--- src/rtl/mult_pkg.sv ---
// Shared constants for the shift-and-add multiplier: controller state encoding
// and the default operand width.
package mult_pkg;

    localparam int unsigned MULT_N = 3;

    localparam logic [2:0] S_IDLE  = 3'd0;
    localparam logic [2:0] S_INIT  = 3'd1;
    localparam logic [2:0] S_CHECK = 3'd2;
    localparam logic [2:0] S_ADD   = 3'd3;
    localparam logic [2:0] S_SHIFT = 3'd4;
    localparam logic [2:0] S_DONE  = 3'd5;

endpackage

--- src/rtl/mult_seq_ctrl.sv ---
// Moore controller for the shift-and-add multiplier: tests the multiplier LSB each
// iteration and issues load/clear/add/shift strobes, then pulses done.
module mult_seq_ctrl
    import mult_pkg::*;
#(
    parameter int unsigned N          = MULT_N,
    parameter bit          EARLY_EXIT = 1'b1
) (
    input  logic clk,
    input  logic rst,
    input  logic start,
    input  logic lsb_b,
    input  logic z_b,
    output logic init_sh_r,
    output logic acc_clr,
    output logic add_en,
    output logic sh_en,
    output logic busy,
    output logic done
);

    // A single-bit counter still works for N=1 (it only ever holds 0).
    localparam int unsigned CW = (N > 1) ? $clog2(N) : 1;
    localparam logic [CW-1:0] CNT_LAST = CW'(N - 1);

    logic [2:0]    state_q, state_d;
    logic [CW-1:0] cnt_q, cnt_d;

    always_ff @(posedge clk or negedge rst) begin
        if (!rst) begin
            state_q <= S_IDLE;
            cnt_q   <= '0;
        end else begin
            state_q <= state_d;
            cnt_q   <= cnt_d;
        end
    end

    always_comb begin
        state_d = state_q;
        cnt_d   = cnt_q;
        case (state_q)
            S_IDLE: begin
                if (start) begin
                    state_d = S_INIT;
                    cnt_d   = '0;
                end
            end
            S_INIT: begin
                state_d = S_CHECK;
            end
            S_CHECK: begin
                if (EARLY_EXIT && z_b) begin
                    state_d = S_DONE;
                end else if (lsb_b) begin
                    state_d = S_ADD;
                end else begin
                    state_d = S_SHIFT;
                end
            end
            S_ADD: begin
                state_d = S_SHIFT;
            end
            S_SHIFT: begin
                if (cnt_q == CNT_LAST) begin
                    state_d = S_DONE;
                end else begin
                    state_d = S_CHECK;
                    cnt_d   = cnt_q + 1'b1;
                end
            end
            S_DONE: begin
                state_d = S_IDLE;
            end
            default: begin
                state_d = S_IDLE;
                cnt_d   = '0;
            end
        endcase
    end

    // Outputs depend on the state register alone.
    always_comb begin
        init_sh_r = 1'b0;
        acc_clr   = 1'b0;
        add_en    = 1'b0;
        sh_en     = 1'b0;
        busy      = 1'b0;
        done      = 1'b0;
        case (state_q)
            S_INIT: begin
                init_sh_r = 1'b1;
                acc_clr   = 1'b1;
                busy      = 1'b1;
            end
            S_CHECK: begin
                busy = 1'b1;
            end
            S_ADD: begin
                add_en = 1'b1;
                busy   = 1'b1;
            end
            S_SHIFT: begin
                sh_en = 1'b1;
                busy  = 1'b1;
            end
            S_DONE: begin
                done = 1'b1;
                busy = 1'b1;
            end
            default: begin
                busy = 1'b0;
            end
        endcase
    end

endmodule

--- config.mk ---
export PLATFORM = sky130hd
export DESIGN_NAME = mult_seq_ctrl
export DESIGN_NICKNAME = d
export VERILOG_FILES = /design/src/rtl/mult_pkg.sv /design/src/rtl/mult_seq_ctrl.sv
export SDC_FILE = /design/constraint.sdc
export NUM_CORES = 1
export LEC_CHECK = 0
export CAP_MARGIN = 20
export CORE_AREA = 2 2 39 41
export DETAILED_ROUTE_END_ITERATION = 8
export DIE_AREA = 0 0 41 43
export SYNTH_ARGS = -nofsm -noshare
export SYNTH_HDL_FRONTEND = slang
export SYNTH_SLANG_ARGS = --single-unit
--- constraint.sdc ---
create_clock -name clk -period 1.65 [get_ports clk]
set_input_delay 0.495 -clock clk [delete_from_list [all_inputs] [get_ports clk]]
set_output_delay 0.495 -clock clk [all_outputs]
set_load 0.01 [all_outputs]
==> metrics <==
Die X=approximately 41 um; number of nets with antenna violations after routing=0; total power=0.000961 W; Static Leakage=0.247 nW; sequential fraction of the synthesis area=a little over a third; dpl cells=between 60 and 70; Longest Clk Path Bufs=2; total die area=~0.0018 mm2; clk slew on worst S/H paths=40 ps; Routed WL=roughly 860 um; vias in the first global route=381; Non-Filler Instances=75; final core utilization=39.1%; total number of vias=358; RSZ-0062 raised after global routing=yes; final max-slew violation count=0; #FFs+latches synth=5; number of port buffers=10; CP peak stage delay=460 ps; synth top area cells=dfrtp_1 36%, buf_4 6.5%, nor3b_1 6.5%; Final period util=99.3%; clock root buffer=clkbuf_4; TritonCTS buffer count=3; crit path DAT=1140 ps; CP cell instances=buf_6 -> nor3b_2 -> buf_2; Synth Instances=39; Initial Util=25.2%; TritonCTS clock tree=yes; # IOs=11; fmax=610 MHz; DRC viols=0; worst setup margin=10.9 ps; most common cell after layout, fill and taps aside=buf_4; # diodes=0; P&R area growth vs syn=54.8%; DP Worst Slack=-165 ps; dpl hpwl=616 um; Yosys cell types=25; outcome=completed; WS Path Type=register to primary output; Post-Syn Area=349 um2; number of nets in the finished design=66; type of the worst min-delay path=input pin to asynchronous set/reset pin; Synth top area share=between 30% and 40%; largest net degree at the start of global routing=8; GRT Util Overall=13.0%; row cnt=14; Critical path buffers and inverters=2; first-pass GRT wire length=1590 um; Mean Syn Cell Area=8.95 um2; setup_tns=0 ps; Post-Syn Nets=45; critical path's slowest cell=dfrtp_2; CORE AREA=0.00138 mm2; Num Clock Sinks=5; Max rail drop VDD=~0.00076 V; commonest non-fill, non-tap cells in the layout=8 x buf_4, 5 x buf_2, 4 x clkdlybuf4s50_1; routed vias/inst=4.77; H-Tree Level Count=1; PwrDens=1780 mW/mm2; gpl congestion=0.740; Die H=between 40 and 50 um; Ys Warns=0; hold-fix buffer count after cts=0; Fin. Hold Viols=0; DRT Pass-1 Iters=2; initial antenna violation count=0; Starting DRT DRC Count=1; critical path fanouts, max=6; grt total ovfl=0; Worst-Margin Slew=289 ps; maxcap violations=0; Worst slew margin=80.7%; CP required=1150 ps; clk_lat worst skew=between 200 and 250 ps; layout cell share with drive strength beyond 1=44.1%; Worst setup SP type=register; crit path capture type=primary output; DR WL/cell=11.5 um; crit path time final=between 1500 and 2000 ps; skew final=roughly 0.57 ps; final setup fails=0; largest area contributor in the netlist=dfrtp_1; CP top delay family=flip-flops
[worst reg2reg max path, cell delays in order, from the launching register on]
cell and delay, ps:
dfrtp_1 380, inv_1 60, ha_1 270, or3_1 380, a211oi_1 220, a31o_1 130
[routing by layer]
| metal | wire length, um | track usage, % | vias to the layer above |
|---|---|---|---|
| li1 | - | - | 179 |
| met1 | 357 | 16.3 | 177 |
| met2 | 491 | 20.9 | 2 |
| met3 | 11 | 1.57 | 0 |
| met4 | 0 | 6.00 | 0 |
| met5 | 0 | 0 | - |
[registers in the layout, indices dropped and copies added (netlist names)]
name / cells
state_q: 3
cnt_q: 2
[cell type report]
cell class	instances	area [um2]
clock buffer	4	26.3
fill	148	843
inverter	2	7.51
multi-input combinational	28	205
sequential	5	129
tap	16	20.0
timing repair buffer	20	153
[kinds of logic after synthesis]
| family | Yosys count | synth area share (%) |
|---|---|---|
| AOI/OAI and AO/OA | 13 | 22.9 |
| and+or+nand+nor | 13 | 24.7 |
| buffers and inverters | 6 | 10.0 |
| DFF | 5 | 35.8 |
| muxes | 1 | 2.87 |
| adders and majority gates | 1 | 3.58 |
[path summary, 6_finish.rpt]
check	from	endpoint	slack [ps]	cells past startpoint
max in group asynchronous	rst	state_q[1]	970	1
hold reg to reg	cnt_q[1]	cnt_q[1]	570	2
hold / removal	rst	cnt_q[0]	480	1
setup / recovery	state_q[1]	init_sh_r	10	3
setup reg to reg	cnt_q[0]	cnt_q[0]	150	5
min in group clk	cnt_q[1]	cnt_q[1]	570	2
[what timing repair did]
action / CTS / global route
setup endpoints to repair: 6 / 6
gates resized for setup: 26 / 5
endpoints found under the hold margin: 0 / 0
pin swaps: 1 / 2
buffers inserted: 3 / 2
[through the flow]
step	instance area [um2]	hold slack (ps)
after detailed placement	479	557
after floorplan	349	199
after global routing	541	495
after CTS	519	485
final	541	476
after global placement	479	557
[Yosys cell counts, drive strengths merged]
library cell  n
o21a          1
nor3b         4
nand3b        1
mux2i         1
a31o          1
a21o          1
o22ai         1
nand2         2
o31ai         1
a21oi         3
ha            1
dfrtp         5
nor2          1
a211oi        1
nand2b        2
o21ai         4
buf           4
and3          1
inv           2
or3           1
nor3          1
[power by group]
part / switching (W) / internal (W) / leakage, nW
registers: 0.0000775 / 0.000176 / 0.0615
clock network: 0.0000486 / 0.0000913 / 0.0150
logic: 0.000245 / 0.000322 / 0.171
total: 0.000371 / 0.000589 / 0.247
Note: power is estimated with default switching activity, not from simulation.
